## src/rtl/dac_sample_arbiter_if.sv

```systemverilog
// ============================================================================
// Module   : dac_sample_arbiter_if
// Brief    : Source/DAC bundle for dac_sample_arbiter. Statistics ports exist
//            only when DAC_SAMPLE_ARBITER_STATS_EN is defined.
// Revision : 1.0 - initial release
// ============================================================================
`default_nettype none

interface dac_sample_arbiter_if #(
    parameter int NUM_SRC    = 2,
    parameter int CODE_WIDTH = 10
);
    localparam int AW = (NUM_SRC > 1) ? $clog2(NUM_SRC) : 1;

    logic [NUM_SRC*CODE_WIDTH-1:0] src_code;
    logic [NUM_SRC-1:0]            src_valid;
    logic [NUM_SRC-1:0]            src_enable;
    logic [NUM_SRC-1:0]            src_ready;
    logic                          next_sample;
    logic [CODE_WIDTH-1:0]         code;
    logic [AW-1:0]                 active_src;
    logic                          underflow;
    logic                          starved;
`ifdef DAC_SAMPLE_ARBITER_STATS_EN
    logic [15:0]                   underflow_count;
    logic [NUM_SRC*16-1:0]         grant_count;

    modport master (
        output src_code, src_valid, src_enable, next_sample,
        input  src_ready, code, active_src, underflow, starved,
        input  underflow_count, grant_count
    );
    modport slave (
        input  src_code, src_valid, src_enable, next_sample,
        output src_ready, code, active_src, underflow, starved,
        output underflow_count, grant_count
    );
`else
    modport master (
        output src_code, src_valid, src_enable, next_sample,
        input  src_ready, code, active_src, underflow, starved
    );
    modport slave (
        input  src_code, src_valid, src_enable, next_sample,
        output src_ready, code, active_src, underflow, starved
    );
`endif
endinterface

`default_nettype wire

```

## src/rtl/dac_sample_arbiter.sv

```systemverilog
// ============================================================================
// Module   : dac_sample_arbiter
// Brief    : Round-robin sharing of one PWM DAC between NUM_SRC producers with
//            hold-then-silence starvation handling. Optional statistics
//            counters enabled by DAC_SAMPLE_ARBITER_STATS_EN.
// Revision : 1.0 - initial release
// ============================================================================
`default_nettype none

module dac_sample_arbiter #(
    parameter int NUM_SRC    = 2,
    parameter int CODE_WIDTH = 10,
    parameter int HOLD_LIMIT = 4
) (
    input  wire logic          clk,
    input  wire logic          rst,
    dac_sample_arbiter_if.slave bus
);
    localparam int             AW     = (NUM_SRC > 1) ? $clog2(NUM_SRC) : 1;
    localparam logic [AW:0]    c_num  = (AW+1)'(NUM_SRC);
    localparam logic [AW-1:0]  c_last = AW'(NUM_SRC - 1);
    localparam logic [7:0]     c_hold = 8'(HOLD_LIMIT);

    typedef enum logic [1:0] {
        ST_IDLE   = 2'd0,
        ST_RUN    = 2'd1,
        ST_STARVE = 2'd2
    } state_t;

    state_t                r_state;
    logic [CODE_WIDTH-1:0] r_code;
    logic [AW-1:0]         r_active;
    logic [AW-1:0]         r_ptr;
    logic [7:0]            r_miss;
    logic                  r_underflow;
    logic                  r_starved;

    logic [NUM_SRC-1:0]    w_elig;
    logic [NUM_SRC-1:0]    w_rot;
    logic [NUM_SRC-1:0]    w_onehot;
    logic                  w_found;
    logic                  w_grant;
    logic                  w_miss_evt;
    logic [AW-1:0]         w_off;
    logic [AW-1:0]         w_gidx;
    logic [AW:0]           w_sum;
    logic [CODE_WIDTH-1:0] w_sample;

    // Rotate eligibility so bit 0 is the pointer position; lowest set bit wins.
    always_comb begin
        w_elig  = bus.src_valid & bus.src_enable;
        w_rot   = NUM_SRC'({w_elig, w_elig} >> r_ptr);
        w_found = 1'b0;
        w_off   = '0;
        for (int k = NUM_SRC - 1; k >= 0; k--) begin
            if (w_rot[k]) begin
                w_found = 1'b1;
                w_off   = AW'(k);
            end
        end
        w_sum = {1'b0, r_ptr} + {1'b0, w_off};
        if (w_sum >= c_num) begin
            w_sum = w_sum - c_num;
        end
        w_gidx     = w_sum[AW-1:0];
        w_grant    = bus.next_sample & w_found & ~rst;
        w_miss_evt = bus.next_sample & ~w_found & ~rst & (r_state != ST_IDLE);
        w_onehot   = w_grant ? (NUM_SRC'(1) << w_gidx) : '0;
        w_sample   = '0;
        for (int i = 0; i < NUM_SRC; i++) begin
            if (w_gidx == AW'(i)) begin
                w_sample = bus.src_code[i*CODE_WIDTH +: CODE_WIDTH];
            end
        end
    end

    always_ff @(posedge clk) begin
        if (rst) begin
            r_state     <= ST_IDLE;
            r_code      <= '0;
            r_active    <= '0;
            r_ptr       <= '0;
            r_miss      <= '0;
            r_underflow <= 1'b0;
            r_starved   <= 1'b0;
        end else begin
            r_underflow <= w_miss_evt;
            if (w_grant) begin
                r_state   <= ST_RUN;
                r_code    <= w_sample;
                r_active  <= w_gidx;
                r_ptr     <= (w_gidx == c_last) ? '0 : w_gidx + 1'b1;
                r_miss    <= '0;
                r_starved <= 1'b0;
            end else if (w_miss_evt && r_state == ST_RUN) begin
                // Hold the last code until the miss budget is spent, then go silent.
                r_miss <= r_miss + 8'd1;
                if (r_miss + 8'd1 >= c_hold) begin
                    r_state   <= ST_STARVE;
                    r_code    <= '0;
                    r_starved <= 1'b1;
                end
            end
        end
    end

    assign bus.src_ready  = w_onehot;
    assign bus.code       = r_code;
    assign bus.active_src = r_active;
    assign bus.underflow  = r_underflow;
    assign bus.starved    = r_starved;

`ifdef DAC_SAMPLE_ARBITER_STATS_EN
    logic [15:0] r_underflow_count;

    always_ff @(posedge clk) begin
        if (rst) begin
            r_underflow_count <= '0;
        end else if (w_miss_evt && r_underflow_count != 16'hFFFF) begin
            r_underflow_count <= r_underflow_count + 16'd1;
        end
    end

    assign bus.underflow_count = r_underflow_count;

    for (genvar g = 0; g < NUM_SRC; g++) begin : g_grant_cnt
        logic [15:0] r_cnt;

        always_ff @(posedge clk) begin
            if (rst) begin
                r_cnt <= '0;
            end else if (w_onehot[g] && r_cnt != 16'hFFFF) begin
                r_cnt <= r_cnt + 16'd1;
            end
        end

        assign bus.grant_count[g*16 +: 16] = r_cnt;
    end
`endif

endmodule

`default_nettype wire

```

## src/flat_wrapper.sv

```systemverilog
// flat-port wrapper written by rule: the top's interface ports become plain ports
module dac_sample_arbiter_flat 
#(
    parameter int NUM_SRC    = 2,
    parameter int CODE_WIDTH = 10,
    parameter int HOLD_LIMIT = 4
)
  (clk, rst, bus_src_code, bus_src_valid, bus_src_enable, bus_next_sample, bus_src_ready, bus_code, bus_active_src, bus_underflow, bus_starved);
  dac_sample_arbiter_if #(.NUM_SRC(NUM_SRC), .CODE_WIDTH(CODE_WIDTH)) bus_i ();
  input  wire logic clk;
  input  wire logic rst;
  input wire logic [$bits(bus_i.src_code)-1:0] bus_src_code;
  input wire logic [$bits(bus_i.src_valid)-1:0] bus_src_valid;
  input wire logic [$bits(bus_i.src_enable)-1:0] bus_src_enable;
  input wire logic [$bits(bus_i.next_sample)-1:0] bus_next_sample;
  output wire logic [$bits(bus_i.src_ready)-1:0] bus_src_ready;
  output wire logic [$bits(bus_i.code)-1:0] bus_code;
  output wire logic [$bits(bus_i.active_src)-1:0] bus_active_src;
  output wire logic [$bits(bus_i.underflow)-1:0] bus_underflow;
  output wire logic [$bits(bus_i.starved)-1:0] bus_starved;
  assign bus_i.src_code = bus_src_code;
  assign bus_i.src_valid = bus_src_valid;
  assign bus_i.src_enable = bus_src_enable;
  assign bus_i.next_sample = bus_next_sample;
  assign bus_src_ready = bus_i.src_ready;
  assign bus_code = bus_i.code;
  assign bus_active_src = bus_i.active_src;
  assign bus_underflow = bus_i.underflow;
  assign bus_starved = bus_i.starved;
  dac_sample_arbiter #(.NUM_SRC(NUM_SRC), .CODE_WIDTH(CODE_WIDTH), .HOLD_LIMIT(HOLD_LIMIT)) u_core (.clk(clk), .rst(rst), .bus(bus_i));
endmodule
```

## config.mk

```make
export PLATFORM = sky130hd
export DESIGN_NAME = dac_sample_arbiter_flat
export DESIGN_NICKNAME = d
export VERILOG_FILES = /design/src/rtl/dac_sample_arbiter_if.sv /design/src/rtl/dac_sample_arbiter.sv /design/src/flat_wrapper.sv
export SDC_FILE = /design/constraint.sdc
export NUM_CORES = 1
export LEC_CHECK = 0
export BUFFER_PORTS_ARGS = -buffer_cell sky130_fd_sc_hd__buf_2
export CORE_MARGIN = 2
export CORE_UTILIZATION = 45
export CTS_BUF_LIST = sky130_fd_sc_hd__clkbuf_16
export DETAILED_ROUTE_END_ITERATION = 8
export PLACE_DENSITY_LB_ADDON = 0.05
export SLEW_MARGIN = 20
export SYNTH_ARGS = -nofsm -noshare
export SYNTH_HDL_FRONTEND = slang
export SYNTH_SLANG_ARGS = --single-unit
export TNS_END_PERCENT = 1
```

## constraint.sdc

```tcl
create_clock -name clk -period 2 [get_ports clk]
set_input_delay 0.1 -clock clk [delete_from_list [all_inputs] [get_ports clk]]
set_output_delay 0.1 -clock clk [all_outputs]
set_load 0.005 [all_outputs]
```

Word level (Yosys, flattened, before mapping)
Cells that the tools add are included.
- latch bits: 0
- memories: 0
- input port bits: 27
- memory bits (read-only): 0
- output and inout bits: 15
- memory bits (writable): 0
- word-level logic and storage cells: 44
- register bits after elaboration: 23
- bitwise operators: 8
- eq/ne operators: 1
- add/sub/neg operators: 4
- muxes and demuxes: 13
- reduce and logical (&&, ||, !) cells: 7
- div/mod/pow operators: 0
- $lt $le $gt $ge: 2
- multiply operators: 0
- shift operators: 2
- operators by type and width (operator ; number):
    10-bit two-way mux ; 4
    8-bit by 1-bit adder with 8-bit output, second input constant ; 1
    8-bit by 3-bit >= comparator with 1-bit output, second input constant ; 1
    1-bit two-way mux ; 8
    2-bit nonzero test ; 3
    1-bit AND ; 5
    2-bit AND reduction ; 2
    4-bit by 1-bit right shift with 2-bit output ; 1
    1-bit by 1-bit adder with 2-bit output ; 1
    2-bit AND ; 1
    2-bit by 1-bit == test with 1-bit output, second input constant ; 1
    2-bit >= comparator, second input constant ; 1
    2-bit two-way mux ; 1
    1-bit NOT ; 2
    2-bit OR reduction ; 1
    1-bit by 1-bit left shift with 2-bit output, first input constant ; 1
    1-bit adder, second input constant ; 1
    1-bit logical AND ; 1
    1-bit subtractor, second input constant ; 1

Logic depth before layout (Yosys ltp)
Gate-level depths: netlist (run 1).
- depth in word-level cells: 11
- mapped depth: 6
- gate-level depth less buffers: 5

Worst setup path before layout (run 1)
Ideal clock, no wire load.
- kind: reg-to-reg
- start point: register u_core.r_miss[0]
- end point: register u_core.r_code[0], in the netlist u_core.bus.code[0]
- buffers on the path: 1
- data arrival time: 1.483 ns
- period minus slack after synthesis: 1.617 ns
- library setup time: 0.133 ns
- slack: 0.383 ns
- cell stages (with the launch flop): 7
- cells stage by stage: dfxtp_1 ha_1 and2_1 and4_1 clkbuf_1 o41ai_1 o22ai_1
- word-level cells in the longest chain between the ends: 4
- RTL lines (what ; line ; text):
    start, declared ; dac_sample_arbiter.sv:34 ; logic [7:0] r_miss;
    start signal, assigned ; dac_sample_arbiter.sv:97 ; r_miss <= r_miss + 8'd1;
    8-bit by 1-bit adder with 8-bit output ; dac_sample_arbiter.sv:98 ; if (r_miss + 8'd1 >= c_hold) begin
    8-bit by 3-bit >= comparator with 1-bit output ; dac_sample_arbiter.sv:98 ;
    2-bit nonzero test (no source line) ; -- ;
    2-bit AND reduction (no source line) ; -- ;
    end signal, assigned ; dac_sample_arbiter.sv:90 ; r_code <= w_sample;
    end, declared ; dac_sample_arbiter.sv:31 ; logic [CODE_WIDTH-1:0] r_code;
Every way passes these cells.
A chain may end at the register's enable or synchronous reset.

Final worst setup path (run 1)
- start point: register u_core.r_miss[0]
- end point: register u_core.r_state[1]
- word-level cells in the longest chain between the ends: 3
- RTL lines (what ; line ; text):
    8-bit by 1-bit adder with 8-bit output ; dac_sample_arbiter.sv:98 ;
    8-bit by 3-bit >= comparator with 1-bit output ; dac_sample_arbiter.sv:98 ;
    2-bit AND reduction (no source line) ; -- ;
    end signal, assigned ; dac_sample_arbiter.sv:79 ; r_state <= ST_IDLE;
    end signal, assigned ; dac_sample_arbiter.sv:89 ; r_state <= ST_RUN;
    end signal, assigned ; dac_sample_arbiter.sv:99 ; r_state <= ST_STARVE;
    end, declared ; dac_sample_arbiter.sv:30 ; state_t r_state;
Every way passes these cells.

==> out/results.ini, run 1 <==
[routing]
ant_nets=0
drt_iter0_drc=43
drc=2
drt_wl_total_um=3091
viasPerCell=5.757
firstDrtPassIters=6
routedWlPerCell_um=14.18
num_vias=1255

[synthesis]
ys_seq_area_share_pct=34.14
synthCells=146
synth_edf_count=0
syn_area_um2=1349
synth_cell_types=40
syn_area_per_cell_um2=9.238
synth_seq_cells=23
synth_ff_type=dfxtp_1
syn_nets=175
async_reset_ff_share_pct=0
ys_warn_count=0

[floorplanning]
ios=42
die_area_um2=3451
fp.dieH_um=58.75
coreArea_um2=2805
fp-row-count=19
initial_core_util_pct=48.08
die_x_um=58.75

[finish]
final_cell_mix=buf_2 (41), dfxtp_1 (23), inv_1 (12), a211oi_1 (11)
final_util_pct=59.14
regArea_um2=460.4
final_common_cell=buf_2
antenna_cells=0
multiInputGateArea_um2=774.5
areaGrowthSynthToFinish_pct=23.01
fin_nets=217
drive_gt1_share_pct=31.02
num-fill-cells=269

[setup_path]
required_ns=2.14
critPathMaxFanout=11
r2r-end=u_core.r_state[1]
path_class=flop to flop
rr_startpoint=u_core.r_miss[0]
critPathLaunchType=flop
critPathCaptureType=flop
cp.arrival_ns=1.98
r2r_slack_ns=0.16
reg2regPathDepth=5

[global_routing]
grt_util_all_layers_pct=18.60
overflow=0
antenna_found_initial=0
grt_max_degree=16
grt_pass1_vias=1082
grt_pass1_wl_um=5030

[clock_tree]
cts_made_buffers=3
cts-resized-gates=0
postCtsSetupBuffers=0
path_clk_slew_ns=0.06
cts_hold_buffers=0
clockBufferDepth=2
cts_num_sinks=23
insertion_delay_ns=0.25
cts_tree=done
clockRootBuffer=clkbuf_16
htree_levels=1

[worst_hold_path]
whs_path_depth=3
worstHoldStart=bus_src_code[8]
hold_path.class=input port to flop
worstHoldEndpoint=u_core.bus.code[8]

[placed_design]
finalWeightedCongestion=0.8121
port_buffers=41
dpl.hpwl_um=2265

[timing]
finalSetupViolCount=0
fin_skew_ns=0.002702
post-route-period-util_pct=92.02
layout_min_cycle_time_ns=1.840
setup_tns_ns=0
fmax_mhz=543.3
slew_headroom_pct=55.00
maxSlewViolCount=0
hold_viol=0
holdWs_ns=0.1411
rsz0062_at_grt=false
worstMarginPinSlew_ns=0.6750

[power_and_ir_drop]
p_per_area_nw_per_um2=637.7
p_leak_nw=0.7177
irDropWorstVdd_v=0.0004512
p_total_mw=1.058

[status]
violations=DRC
status=finished, violations left

[job]
cap_violations=0

logic make-up (layout without fill, tap and decap cells):
logic type | count (synthesis) | after routing | share of synthesized area [%]
AO/OA/AOI/OAI | 45 | 45 | 27.55
AND/OR/NAND/NOR | 36 | 36 | 15.96
flip-flops | 23 | 23 | 34.14
buffers and inverters | 23 | 64 | 8.442
multiplexers | 10 | 10 | 7.421
XOR/XNOR | 6 | 6 | 3.896
adder cells (fa/ha/maj) | 3 | 3 | 2.597
area by class of cell:
| type | count | share of cell area [%] |
|---|---|---|
| clock buffers | 3 | 4.525 |
| clock inverters | 1 | 0.2262 |
| inverters | 11 | 2.489 |
| multi-input cells | 100 | 46.68 |
| flip-flops and latches | 23 | 27.75 |
| well taps | 31 | 2.338 |
| repair buffers | 49 | 15.99 |
synthesized netlist by cell type, types with 2 or more instances:
library cell | instances | area [um^2]
a211oi_1 | 11 | 82.58
nand4_1 | 5 | 31.28
nor2_1 | 8 | 30.03
ha_1 | 2 | 25.02
nand2_1 | 4 | 15.01
inv_1 | 11 | 41.29
and2_1 | 4 | 25.02
buf_6 | 3 | 33.78
o41ai_1 | 10 | 87.58
xor2_1 | 6 | 52.55
clkbuf_1 | 7 | 26.28
a21oi_1 | 4 | 20.02
dfxtp_1 | 23 | 460.4
mux2i_1 | 10 | 100.1
nand3_1 | 3 | 15.01
a21o_1 | 2 | 15.01
o22ai_1 | 10 | 62.56
worst max-delay path: stages (launching register included):
cell and delay, ns:
dfxtp_1 0.42, ha_1 0.26, and2_1 0.19, and4_1 0.46, nor4_1 0.13, o31a_1 0.27
power breakdown:
part,switching (mW),internal [mW]
Sequential,0.00911,0.476
Clock,0.159,0.267
Combinational,0.0760,0.0710
Total,0.245,0.813
state kept, by name (all words and copies together) (netlist names):
signal and count:
u_core.bus.code 10, u_core.r_miss 8, u_core.r_state 2, u_core.bus.active_src 1, u_core.bus.underflow 1, u_core.r_ptr 1
worst max path at each step:
stage                          start                  to  cells past startpoint
floorplan           u_core.r_miss[0]  u_core.bus.code[0]                      6
global placement    u_core.r_miss[0]   u_core.r_state[1]                      5
detailed placement  u_core.r_miss[0]   u_core.r_state[1]                      5
CTS                 u_core.r_miss[0]   u_core.r_state[1]                      5
global route        u_core.r_miss[0]   u_core.r_state[1]                      5
finish              u_core.r_miss[0]   u_core.r_state[1]                      5
metal layers:
metal  wire (um)  up-vias  part of all wire (%)  GRT usage (%)
met5           0        -                     0              0
met4           8        0                  0.26          3.247
met3         233        2                   7.5          4.835
met2        1361       55                    44          26.98
met1        1487      560                    48          27.91
li1            -      638                     -              -
through the flow:
step                      area (um^2)  setup slack [ns]  std cells
final                            1659            0.1595        218
after detailed placement         1580            0.2144        214
after global placement           1580            0.2741        214
after floorplan                  1349            0.3833        146
after global routing             1659           0.01954        218
after CTS                        1659            0.1748        218
(Power assumes the default switching activity.)
==> run 2: changes to the inputs <==
--- a/config.mk
+++ b/config.mk
@@ -8,7 +8,7 @@
 export BUFFER_PORTS_ARGS = -buffer_cell sky130_fd_sc_hd__buf_2
 export CORE_MARGIN = 2
 export CORE_UTILIZATION = 45
-export CTS_BUF_LIST = sky130_fd_sc_hd__clkbuf_16
+export CTS_BUF_LIST = sky130_fd_sc_hd__clkbuf_4
 export DETAILED_ROUTE_END_ITERATION = 8
 export PLACE_DENSITY_LB_ADDON = 0.05
 export SLEW_MARGIN = 20
==> run 2 against run 1 <==
The flow still finishes with violations (DRC). Hold slack worse by 0.065 ns. Sequential power about the same. Critical path type unchanged. Global-route usage down 0.083 points. Largest cell class unchanged. Count of clock-buffer cells in the layout grew 1. Setup slack gained 0.024 ns. Clock power is 46% lower. Clock skew up 0.0026 ns. Critical path depth stayed put. Maximum frequency up 1.3%.
==> out/results.ini, run 2 (synthesis results as in run 1) <==
[status]
status=finished, violations left  ; unchanged
violations=DRC  ; unchanged

[clock_tree]
htree_levels=1  ; unchanged
insertion_delay_ns=0.31  ; was 0.25 ns
clockRootBuffer=clkbuf_4  ; was clkbuf_16
cts-resized-gates=0  ; unchanged
postCtsSetupBuffers=0  ; unchanged
cts_num_sinks=23  ; unchanged
cts_hold_buffers=0  ; unchanged
cts_tree=done  ; unchanged
cts_made_buffers=3  ; unchanged
path_clk_slew_ns=0.12  ; was 0.06 ns
clockBufferDepth=2  ; unchanged

[worst_hold_path]
whs_path_depth=3  ; unchanged
worstHoldEndpoint=u_core.bus.code[8]  ; unchanged
hold_path.class=input port to flop  ; unchanged
worstHoldStart=bus_src_code[8]  ; unchanged

[timing]
post-route-period-util_pct=90.80  ; was 92.02%
layout_min_cycle_time_ns=1.816  ; was 1.840 ns
slew_headroom_pct=55.05  ; was 55.00%
fin_skew_ns=0.005313  ; was 0.002702 ns
finalSetupViolCount=0  ; unchanged
rsz0062_at_grt=false  ; unchanged
worstMarginPinSlew_ns=0.6743  ; was 0.6750 ns
maxSlewViolCount=0  ; unchanged
fmax_mhz=550.6  ; was 543.3 MHz
hold_viol=0  ; unchanged
setup_tns_ns=0  ; unchanged

[finish]
fin_nets=217  ; unchanged
num-fill-cells=271  ; was 269
largest_reg_flops=10  ; unchanged
finish.instance_area_um2=1610  ; was 1659 um^2
antenna_cells=0  ; unchanged
areaGrowthSynthToFinish_pct=19.39  ; was 23.01%
final_cell_mix=buf_2 (41), dfxtp_1 (23), a211oi_1 (11), inv_1 (11)  ; was buf_2 (41), dfxtp_1 (23), inv_1 (12), a211oi_1 (11)
drive_gt1_share_pct=31.55  ; was 31.02%
final_common_cell=buf_2  ; unchanged

[setup_path]
critPathCaptureType=flop  ; unchanged
reg2regPathDepth=5  ; unchanged
rr_startpoint=u_core.r_miss[0]  ; unchanged
cp.arrival_ns=2.03  ; was 1.98 ns
critPathMaxFanout=11  ; unchanged
cpPeakStageDelay_ns=0.45  ; was 0.46 ns
path_cells=ha_1, and2_1, and4_1, nor4_1, o31a_1  ; unchanged
worst_path_max_delay_cell=and4_1  ; unchanged
required_ns=2.22  ; was 2.14 ns
r2r-end=u_core.r_state[1]  ; unchanged
critPathLaunchType=flop  ; unchanged
r2r_slack_ns=0.18  ; was 0.16 ns
path_class=flop to flop  ; unchanged

[floorplanning]
ios=42  ; unchanged
die_x_um=58.75  ; unchanged
coreArea_um2=2805  ; unchanged
fp-row-count=19  ; unchanged
initial_core_util_pct=48.08  ; unchanged
die_area_um2=3451  ; unchanged
fp.dieH_um=58.75  ; unchanged

[routing]
drt_wl_total_um=3056  ; was 3091 um
wl_met2_um=1301  ; was 1361 um
num_vias=1219  ; was 1,255
firstDrtPassIters=6  ; unchanged
wl_met1_um=1541  ; was 1487 um
ant_nets=0  ; unchanged
viasPerCell=5.592  ; was 5.757
drt_iter0_drc=34  ; was 43
met3_wirelength_um=200  ; was 233 um
highest_layer=met4  ; unchanged
routedWlPerCell_um=14.02  ; was 14.18 um
drc=2  ; unchanged

[global_routing]
grt_max_degree=16  ; unchanged
overflow=0  ; unchanged
grt_util_all_layers_pct=18.51  ; was 18.60%
grt_pass1_vias=1082  ; unchanged
antenna_found_initial=0  ; unchanged
grt_pass1_wl_um=4981  ; was 5030 um

[power_and_ir_drop]
p_leak_nw=0.6938  ; was 0.7177 nW
p_per_area_nw_per_um2=533.6  ; was 637.7 nW/um^2
irDropWorstVdd_v=0.0004266  ; was 0.0004512 V

[placed_design]
dpl.hpwl_um=2265  ; unchanged
finalWeightedCongestion=0.8121  ; unchanged
place_area_um2=1580  ; unchanged
port_buffers=41  ; unchanged

[job]
cap_violations=0  ; unchanged

-- run 2: how the worst max path moves through the flow --
stage | from | end | slack, ns | cells after the start
2_1_floorplan | u_core.r_miss[0] | u_core.bus.code[0] | 0.38 | 6
3_3_place_gp | u_core.r_miss[0] | u_core.r_state[1] | 0.27 | 5
3_5_place_dp | u_core.r_miss[0] | u_core.r_state[1] | 0.21 | 5
4_1_cts | u_core.r_miss[0] | u_core.r_state[1] | 0.18 | 5
5_1_grt | u_core.r_miss[0] | u_core.r_state[1] | 0.01 | 5
6_report | u_core.r_miss[0] | u_core.r_state[1] | 0.18 | 5
-- run 2: through the flow --
| stage | utilization (%) | std cells | hold slack [ns] | worst slack (ns) | total power, mW |
|---|---|---|---|---|---|
| after floorplan | - | 146 | 0.2782 | 0.3833 | 0.5814 |
| after global placement | 56.33 | 214 | 0.4037 | 0.2741 | 0.6387 |
| after detailed placement | 56.33 | 214 | 0.4115 | 0.2144 | 0.6421 |
| after CTS | 57.40 | 218 | 0.07412 | 0.1800 | 0.8692 |
| after global routing | 57.40 | 218 | 0.07480 | 0.01324 | 0.9025 |
| final | 57.40 | 218 | 0.07609 | 0.1839 | 0.8592 |
-- run 2: final cells by class --
class	count	area (um^2)	area share [%]
multi-input cells	100	774.5	48.10
flip-flops and latches	23	460.4	28.59
clock buffers	4	30.03	1.865
well taps	31	38.79	2.409
inverters	11	41.29	2.564
repair buffers	49	265.3	16.47
-- run 2: worst max-delay path: cells and delay by family, from the launching register on --
family | cells | cell delay (ns)
and+or+nand+nor | 3 | 0.77
DFF | 1 | 0.44
adders and majority gates | 1 | 0.25
AOI/OAI and AO/OA | 1 | 0.25
-- run 2: per-layer routing --
metal	vias up	GRT usage [%]
li1	635	-
met1	539	27.68
met2	43	26.03
met3	2	5.495
met4	0	4.221
met5	-	0
-- run 2: report_power, final --
group          switching [mW]  internal (mW)  total, mW
logic                  0.0753         0.0710      0.146
clock network           0.137         0.0915      0.229
registers             0.00883          0.475      0.484
